[src/rtl/rx_sys_ctrl.sv]
// System controller between a UART receiver/transmitter, a register file and an ALU.
// It decodes command bytes, runs register-file and ALU accesses, and returns replies to the transmitter.
module rx_sys_ctrl #(
    parameter int DATA_WIDTH = 8,
    parameter int ADDR_WIDTH = 4
) (
    input  logic                    CLK,
    input  logic                    RST,
    input  logic [DATA_WIDTH-1:0]   RX_P_DATA,
    input  logic                    RX_D_VLD,
    input  logic [DATA_WIDTH-1:0]   RdData,
    input  logic                    RdData_Valid,
    input  logic [2*DATA_WIDTH-1:0] ALU_OUT,
    input  logic                    OUT_Valid,
    input  logic                    TX_BUSY,
    output logic                    WrEn,
    output logic                    RdEn,
    output logic [ADDR_WIDTH-1:0]   Address,
    output logic [DATA_WIDTH-1:0]   WrData,
    output logic                    ALU_EN,
    output logic [3:0]              ALU_FUN,
    output logic                    CLK_EN,
    output logic [DATA_WIDTH-1:0]   TX_P_DATA,
    output logic                    TX_D_VLD
);

    localparam logic [DATA_WIDTH-1:0] CMD_WR     = DATA_WIDTH'(8'hAA);
    localparam logic [DATA_WIDTH-1:0] CMD_RD     = DATA_WIDTH'(8'hBB);
    localparam logic [DATA_WIDTH-1:0] CMD_ALU_OP = DATA_WIDTH'(8'hCC);
    localparam logic [DATA_WIDTH-1:0] CMD_ALU_NP = DATA_WIDTH'(8'hDD);

    typedef enum logic [3:0] {
        IDLE     = 4'd0,
        WR_ADDR  = 4'd1,
        WR_DATA  = 4'd2,
        RD_ADDR  = 4'd3,
        RD_WAIT  = 4'd4,
        OP_A     = 4'd5,
        OP_B     = 4'd6,
        ALU_FN   = 4'd7,
        ALU_WAIT = 4'd8,
        TX_LO    = 4'd9,
        TX_HI    = 4'd10,
        TX_DONE  = 4'd11
    } state_t;

    // Per-byte transmit handshake: send, see busy rise, see busy fall.
    typedef enum logic [1:0] {
        TX_SEND    = 2'd0,
        TX_WAIT_HI = 2'd1,
        TX_WAIT_LO = 2'd2
    } tx_phase_t;

    state_t                  state_r, state_s;
    tx_phase_t               tx_phase_r, tx_phase_s;
    logic [DATA_WIDTH-1:0]   lo_byte_r, lo_byte_s;
    logic [DATA_WIDTH-1:0]   hi_byte_r, hi_byte_s;
    logic                    two_byte_r, two_byte_s;
    logic                    wr_en_s, rd_en_s, alu_en_s, clk_en_s, tx_d_vld_s;
    logic [ADDR_WIDTH-1:0]   address_s;
    logic [DATA_WIDTH-1:0]   wr_data_s, tx_p_data_s;
    logic [3:0]              alu_fun_s;

    // Next-state and next-output decode; strobes default low, data outputs hold.
    always_comb begin
        state_s     = state_r;
        tx_phase_s  = tx_phase_r;
        lo_byte_s   = lo_byte_r;
        hi_byte_s   = hi_byte_r;
        two_byte_s  = two_byte_r;
        wr_en_s     = 1'b0;
        rd_en_s     = 1'b0;
        alu_en_s    = 1'b0;
        tx_d_vld_s  = 1'b0;
        clk_en_s    = CLK_EN;
        address_s   = Address;
        wr_data_s   = WrData;
        alu_fun_s   = ALU_FUN;
        tx_p_data_s = TX_P_DATA;

        case (state_r)
            IDLE: begin
                if (RX_D_VLD) begin
                    if (RX_P_DATA == CMD_WR) begin
                        state_s = WR_ADDR;
                    end else if (RX_P_DATA == CMD_RD) begin
                        state_s = RD_ADDR;
                    end else if (RX_P_DATA == CMD_ALU_OP) begin
                        state_s = OP_A;
                    end else if (RX_P_DATA == CMD_ALU_NP) begin
                        state_s = ALU_FN;
                    end else begin
                        state_s = IDLE;
                    end
                end else begin
                    state_s = IDLE;
                end
            end
            WR_ADDR: begin
                if (RX_D_VLD) begin
                    address_s = RX_P_DATA[ADDR_WIDTH-1:0];
                    state_s   = WR_DATA;
                end else begin
                    state_s = WR_ADDR;
                end
            end
            WR_DATA: begin
                if (RX_D_VLD) begin
                    wr_data_s = RX_P_DATA;
                    wr_en_s   = 1'b1;
                    state_s   = IDLE;
                end else begin
                    state_s = WR_DATA;
                end
            end
            RD_ADDR: begin
                if (RX_D_VLD) begin
                    address_s = RX_P_DATA[ADDR_WIDTH-1:0];
                    rd_en_s   = 1'b1;
                    state_s   = RD_WAIT;
                end else begin
                    state_s = RD_ADDR;
                end
            end
            RD_WAIT: begin
                if (RdData_Valid) begin
                    lo_byte_s  = RdData;
                    two_byte_s = 1'b0;
                    tx_phase_s = TX_SEND;
                    state_s    = TX_LO;
                end else begin
                    state_s = RD_WAIT;
                end
            end
            OP_A: begin
                if (RX_D_VLD) begin
                    address_s = {ADDR_WIDTH{1'b0}};
                    wr_data_s = RX_P_DATA;
                    wr_en_s   = 1'b1;
                    state_s   = OP_B;
                end else begin
                    state_s = OP_A;
                end
            end
            OP_B: begin
                if (RX_D_VLD) begin
                    address_s = ADDR_WIDTH'(1'b1);
                    wr_data_s = RX_P_DATA;
                    wr_en_s   = 1'b1;
                    state_s   = ALU_FN;
                end else begin
                    state_s = OP_B;
                end
            end
            ALU_FN: begin
                if (RX_D_VLD) begin
                    alu_fun_s = RX_P_DATA[3:0];
                    alu_en_s  = 1'b1;
                    clk_en_s  = 1'b1;
                    state_s   = ALU_WAIT;
                end else begin
                    state_s = ALU_FN;
                end
            end
            ALU_WAIT: begin
                if (OUT_Valid) begin
                    lo_byte_s  = ALU_OUT[DATA_WIDTH-1:0];
                    hi_byte_s  = ALU_OUT[2*DATA_WIDTH-1:DATA_WIDTH];
                    two_byte_s = 1'b1;
                    clk_en_s   = 1'b0;
                    tx_phase_s = TX_SEND;
                    state_s    = TX_LO;
                end else begin
                    state_s = ALU_WAIT;
                end
            end
            TX_LO, TX_HI: begin
                case (tx_phase_r)
                    TX_SEND: begin
                        if (!TX_BUSY) begin
                            tx_p_data_s = (state_r == TX_HI) ? hi_byte_r : lo_byte_r;
                            tx_d_vld_s  = 1'b1;
                            tx_phase_s  = TX_WAIT_HI;
                        end else begin
                            tx_phase_s = TX_SEND;
                        end
                    end
                    TX_WAIT_HI: begin
                        if (TX_BUSY) begin
                            tx_phase_s = TX_WAIT_LO;
                        end else begin
                            tx_phase_s = TX_WAIT_HI;
                        end
                    end
                    TX_WAIT_LO: begin
                        if (!TX_BUSY) begin
                            tx_phase_s = TX_SEND;
                            if ((state_r == TX_LO) && two_byte_r) begin
                                state_s = TX_HI;
                            end else begin
                                state_s = TX_DONE;
                            end
                        end else begin
                            tx_phase_s = TX_WAIT_LO;
                        end
                    end
                    default: tx_phase_s = TX_SEND;
                endcase
            end
            TX_DONE: begin
                two_byte_s = 1'b0;
                state_s    = IDLE;
            end
            default: begin
                state_s    = IDLE;
                tx_phase_s = TX_SEND;
            end
        endcase
    end

    // State, capture and output registers; reset clears everything to zero.
    always_ff @(posedge CLK or negedge RST) begin
        if (!RST) begin
            state_r    <= IDLE;
            tx_phase_r <= TX_SEND;
            lo_byte_r  <= {DATA_WIDTH{1'b0}};
            hi_byte_r  <= {DATA_WIDTH{1'b0}};
            two_byte_r <= 1'b0;
            WrEn       <= 1'b0;
            RdEn       <= 1'b0;
            Address    <= {ADDR_WIDTH{1'b0}};
            WrData     <= {DATA_WIDTH{1'b0}};
            ALU_EN     <= 1'b0;
            ALU_FUN    <= 4'd0;
            CLK_EN     <= 1'b0;
            TX_P_DATA  <= {DATA_WIDTH{1'b0}};
            TX_D_VLD   <= 1'b0;
        end else begin
            state_r    <= state_s;
            tx_phase_r <= tx_phase_s;
            lo_byte_r  <= lo_byte_s;
            hi_byte_r  <= hi_byte_s;
            two_byte_r <= two_byte_s;
            WrEn       <= wr_en_s;
            RdEn       <= rd_en_s;
            Address    <= address_s;
            WrData     <= wr_data_s;
            ALU_EN     <= alu_en_s;
            ALU_FUN    <= alu_fun_s;
            CLK_EN     <= clk_en_s;
            TX_P_DATA  <= tx_p_data_s;
            TX_D_VLD   <= tx_d_vld_s;
        end
    end

endmodule

[config.mk]
export PLATFORM = sky130hd
export DESIGN_NAME = rx_sys_ctrl
export DESIGN_NICKNAME = d
export VERILOG_FILES = /design/src/rtl/rx_sys_ctrl.sv
export SDC_FILE = /design/constraint.sdc
export NUM_CORES = 1
export LEC_CHECK = 0
export CORE_UTILIZATION = 49
export DETAILED_ROUTE_END_ITERATION = 8
export PLACE_DENSITY = 0.8
export SYNTH_ARGS = -nofsm -noshare
export SYNTH_HDL_FRONTEND = slang
export SYNTH_SLANG_ARGS = --single-unit
[constraint.sdc]
create_clock -name CLK -period 2.1 [get_ports CLK]
set_clock_uncertainty 0.1 [all_clocks]
set_input_delay 0.42 -clock CLK [delete_from_list [all_inputs] [get_ports CLK]]
set_output_delay 0.42 -clock CLK [all_outputs]
set_load 0.005 [all_outputs]
==> flow_results.xml <==
<?xml version="1.0" encoding="UTF-8"?>
<metrics>
  <group name="placement">
    <metric name="numPortBuffers" unit="">66</metric>
    <metric name="dpl.hpwl" unit="mm">4.18</metric>
    <metric name="gp_weighted_congestion" unit="">0.900</metric>
    <metric name="place_ws" unit="ps">104</metric>
    <metric name="dp_cells" unit="">358</metric>
  </group>
  <group name="sta">
    <metric name="rsz0062_at_grt" unit="">false</metric>
    <metric name="worst_pin_slew" unit="ps">444</metric>
    <metric name="number_of_failing_hold_endpoints_at_the_final_stage" unit="">10</metric>
    <metric name="fmax" unit="MHz">520</metric>
    <metric name="hold_slack" unit="ps">-23.0</metric>
    <metric name="setup_tns" unit="ps">0</metric>
    <metric name="timing_max_transition_violations_final" unit="">0</metric>
    <metric name="final.min_clock_period" unit="ps">1920</metric>
    <metric name="final_critical_path_setup_slack" unit="ps">176</metric>
    <metric name="setup_viol" unit="">0</metric>
    <metric name="timing.slew.headroom" unit="%">70.3</metric>
    <metric name="tcrit_tclk_final" unit="%">91.6</metric>
  </group>
  <group name="power">
    <metric name="leakage" unit="nW">1.55</metric>
    <metric name="fin_total_pwr" unit="mW">4.42</metric>
    <metric name="max-vdd-ir-drop" unit="µV">654</metric>
    <metric name="power_density" unit="nW/µm²">1240</metric>
  </group>
  <group name="routing">
    <metric name="drt_first_iter_violations" unit="">100</metric>
    <metric name="remaining_drc_errors" unit="">0</metric>
    <metric name="drt-total-wl" unit="mm">5.72</metric>
    <metric name="via_count" unit="">1918</metric>
    <metric name="antenna_violating_nets_post_route" unit="">0</metric>
    <metric name="post_drt_via_cell_ratio" unit="">5.24</metric>
    <metric name="wire_per_inst" unit="µm">15.6</metric>
    <metric name="drt_pre_antenna_iters" unit="">5</metric>
  </group>
  <group name="synthesis">
    <metric name="syn_nets" unit="">253</metric>
    <metric name="async_set_or_reset_flop_fraction_in_the_synthesized_netlist" unit="%">100</metric>
    <metric name="synth_top_area_share" unit="%">49.8</metric>
    <metric name="synthesis.yosys.warnings" unit="">0</metric>
    <metric name="synth.distinct_cells" unit="">47</metric>
    <metric name="synth_seq_area_share" unit="%">49.8</metric>
    <metric name="synthXorXnorAreaFrac" unit="%">1.29</metric>
    <metric name="synth.ff_latch_count" unit="">52</metric>
    <metric name="mappedNetlistArea" unit="µm²">2610</metric>
    <metric name="netlist.top_cell.by_area" unit="">sky130_fd_sc_hd__dfrtp_1</metric>
    <metric name="area_fraction_in_compound_gates_after_synthesis" unit="%">9.58</metric>
    <metric name="synth_area_leaders" unit="">sky130_fd_sc_hd__dfrtp_1 50%, sky130_fd_sc_hd__mux2_4 9.2%, sky130_fd_sc_hd__mux2_1 8.6%</metric>
    <metric name="share_of_synthesized_cell_area_in_full_adder_half_adder_and_majority_cells" unit="%">0</metric>
    <metric name="syn-mean-instance-area" unit="µm²">12.1</metric>
    <metric name="synth_enable_flop_cells" unit="">0</metric>
    <metric name="synthesis.instances" unit="">215</metric>
    <metric name="synthMuxAreaShare" unit="%">23.2</metric>
    <metric name="post_synth_and_or_nand_nor_area_fraction" unit="%">12.6</metric>
    <metric name="synth_flop_cell" unit="">sky130_fd_sc_hd__dfrtp_1</metric>
    <metric name="combinational_family_with_the_most_area_after_synthesis" unit="">multiplexers</metric>
  </group>
  <group name="die">
    <metric name="core_area" unit="µm²">5110</metric>
    <metric name="std_cell_rows" unit="">26</metric>
    <metric name="die_w" unit="µm">75</metric>
    <metric name="floorplan.initialDensity" unit="%">51.1</metric>
    <metric name="die_height" unit="µm">75</metric>
    <metric name="dieArea" unit="µm²">5630</metric>
    <metric name="io-pin-count" unit="">67</metric>
  </group>
  <group name="setup_path">
    <metric name="timing.critical_path.required" unit="ps">2190</metric>
    <metric name="worstSetupPathDepth" unit="">4</metric>
    <metric name="rr_worst_depth" unit="">4</metric>
    <metric name="critPathMaxStageDelay" unit="ps">630</metric>
    <metric name="crit_chain" unit="">and2b_1 -&gt; and2_4 -&gt; mux2_4 -&gt; mux2_4</metric>
    <metric name="r2r_slack" unit="ps">180</metric>
    <metric name="worst-endpoint-arrival" unit="ps">2020</metric>
    <metric name="critPathLaunchType" unit="">flop</metric>
    <metric name="crit_fanout" unit="">13</metric>
    <metric name="crit_path_top_delay_cell" unit="">sky130_fd_sc_hd__dfrtp_1</metric>
    <metric name="end_kind" unit="">flop</metric>
    <metric name="r2r-end" unit="">TX_P_DATA[3]</metric>
    <metric name="reg2reg_from" unit="">state_r[1]</metric>
    <metric name="worstSetupPathType" unit="">reg -&gt; reg</metric>
    <metric name="timing.critical_path.max_delay_family" unit="">flip-flops</metric>
    <metric name="cp.buffers_inverters" unit="">0</metric>
    <metric name="cpMostUsedCell" unit="">sky130_fd_sc_hd__mux2_4</metric>
  </group>
  <group name="global_routing">
    <metric name="grt_start_max_net_pins" unit="">53</metric>
    <metric name="grt_antenna_before_repair" unit="">0</metric>
    <metric name="first_global_vias" unit="">1864</metric>
    <metric name="grt_remaining_overflow" unit="">0</metric>
    <metric name="global_route_wire_length_before_repair" unit="mm">9.13</metric>
    <metric name="global_route.usage.total" unit="%">22.2</metric>
  </group>
  <group name="final_layout">
    <metric name="post_route_cells_drive_above_1_share" unit="%">17.6</metric>
    <metric name="layout.nets" unit="">333</metric>
    <metric name="layoutNonFillerInstCount" unit="">366</metric>
    <metric name="antenna-diode-count" unit="">0</metric>
    <metric name="area_delta_synth_final" unit="%">36.8</metric>
  </group>
  <group name="run_status">
    <metric name="outcome" unit="">finished, violations left</metric>
    <metric name="failed_checks" unit="">hold timing</metric>
  </group>
  <group name="clock_tree">
    <metric name="cts_setup_buffers" unit="">0</metric>
    <metric name="clock_buffers_created_by_tritoncts" unit="">5</metric>
    <metric name="clkSinkCount" unit="">52</metric>
    <metric name="holdBufCountCts" unit="">0</metric>
    <metric name="cts-root-to-sink-buffers" unit="">2</metric>
    <metric name="clkSlewWorstSetupHoldPaths" unit="ps">100</metric>
    <metric name="clock_tree_from_tritoncts" unit="">built</metric>
    <metric name="ctsResizeCount" unit="">0</metric>
    <metric name="clk-insertion-delay-late" unit="ps">310</metric>
    <metric name="h-tree-depth" unit="">2</metric>
    <metric name="clock-root-buffer" unit="">sky130_fd_sc_hd__clkbuf_8</metric>
  </group>
  <group name="hold_path">
    <metric name="hold_path.class" unit="">in -&gt; async</metric>
  </group>
  <group name="job">
    <metric name="drv_cap" unit="">0</metric>
  </group>
</metrics>
metal layers:
metal | up-vias | GRT usage (%) | part of all wire [%]
met5 | - | 0 | 0
met4 | 0 | 7.34 | 1.7
met2 | 58 | 35.0 | 48
met3 | 10 | 4.28 | 3.9
li1 | 925 | - | -
met1 | 925 | 31.0 | 46
kinds of logic after synthesis:
| group | count (synthesis) |
|---|---|
| AO/OA/AOI/OAI | 37 |
| XOR/XNOR | 3 |
| AND/OR/NAND/NOR | 56 |
| multiplexers | 50 |
| flip-flops | 52 |
| buffers and inverters | 17 |
cell type report:
type                            instances  area, µm²
Fill cell                             385       1530
Sequential cell                        52       1300
Multi-Input combinational cell        146       1220
Timing Repair Buffer                   84        816
Clock buffer                            7       96.3
Tap cell                               70       87.6
Clock inverter                          1       30.0
Inverter                                6       22.5
synthesized netlist by cell type (2+ instances only):
master,instances
sky130_fd_sc_hd__buf_2,6
sky130_fd_sc_hd__mux2_4,16
sky130_fd_sc_hd__nand2b_1,3
sky130_fd_sc_hd__nor3b_1,3
sky130_fd_sc_hd__inv_1,6
sky130_fd_sc_hd__nor2b_1,3
sky130_fd_sc_hd__nor4bb_1,2
sky130_fd_sc_hd__a32oi_1,2
sky130_fd_sc_hd__nand4_1,2
sky130_fd_sc_hd__xnor2_1,2
sky130_fd_sc_hd__nand3_1,6
sky130_fd_sc_hd__o22a_1,2
sky130_fd_sc_hd__nand2_1,12
sky130_fd_sc_hd__buf_4,3
sky130_fd_sc_hd__nor2_1,12
sky130_fd_sc_hd__o21ai_1,6
sky130_fd_sc_hd__nand3b_1,2
sky130_fd_sc_hd__mux2i_1,14
sky130_fd_sc_hd__dfrtp_1,52
sky130_fd_sc_hd__o211ai_1,3
sky130_fd_sc_hd__a21oi_1,13
sky130_fd_sc_hd__mux2_1,20
cell usage in the layout, fill, tap and decap left out, types with 2 or more instances in the layout:
cell,n
sky130_fd_sc_hd__nand3b_1,2
sky130_fd_sc_hd__mux2_1,20
sky130_fd_sc_hd__nand3_1,6
sky130_fd_sc_hd__buf_4,16
sky130_fd_sc_hd__inv_1,6
sky130_fd_sc_hd__a21oi_1,13
sky130_fd_sc_hd__nor2b_1,3
sky130_fd_sc_hd__xnor2_1,2
sky130_fd_sc_hd__clkdlybuf4s50_1,65
sky130_fd_sc_hd__nand2_1,12
sky130_fd_sc_hd__nor4bb_1,2
sky130_fd_sc_hd__o21ai_1,6
sky130_fd_sc_hd__dfrtp_1,52
sky130_fd_sc_hd__nand2b_1,3
sky130_fd_sc_hd__o22a_1,2
sky130_fd_sc_hd__nor3b_1,3
sky130_fd_sc_hd__mux2_4,16
sky130_fd_sc_hd__buf_12,2
sky130_fd_sc_hd__a32oi_1,2
sky130_fd_sc_hd__clkbuf_8,7
sky130_fd_sc_hd__o211ai_1,3
sky130_fd_sc_hd__nand4_1,2
sky130_fd_sc_hd__mux2i_1,14
sky130_fd_sc_hd__nor2_1,12
metrics by stage:
stage / area, µm² / utilization, %
final: 3570 / 70.0
after global routing: 3570 / 70.0
after CTS: 3570 / 70.0
after detailed placement: 3450 / 67.5
after global placement: 3450 / 67.5
after floorplan: 2610 / -
state kept, by name (all words and copies together) (netlist names), 2 cells and up:
signal / count
TX_P_DATA: 8
WrData: 8
hi_byte_r: 8
lo_byte_r: 8
ALU_FUN: 4
Address: 4
state_r: 4
tx_phase_r: 2
power breakdown:
group | leakage [nW] | total [mW] | switching [mW] | internal [mW]
logic | 0.848 | 1.97 | 0.785 | 1.19
registers | 0.640 | 1.70 | 0.288 | 1.41
clock network | 0.0645 | 0.752 | 0.332 | 0.421
total | 1.55 | 4.42 | 1.40 | 3.02
worst max path at each step:
stage                  from            to  slack, ps
2_1_floorplan    state_r[2]  TX_P_DATA[0]        380
3_3_place_gp       RX_D_VLD     WrData[7]        130
3_5_place_dp   RX_P_DATA[6]    state_r[1]        100
4_1_cts          state_r[1]  TX_P_DATA[3]        180
5_1_grt          state_r[1]  TX_P_DATA[5]         70
6_report         state_r[1]  TX_P_DATA[3]        180
No activity file was read; power rests on OpenSTA's default activity.
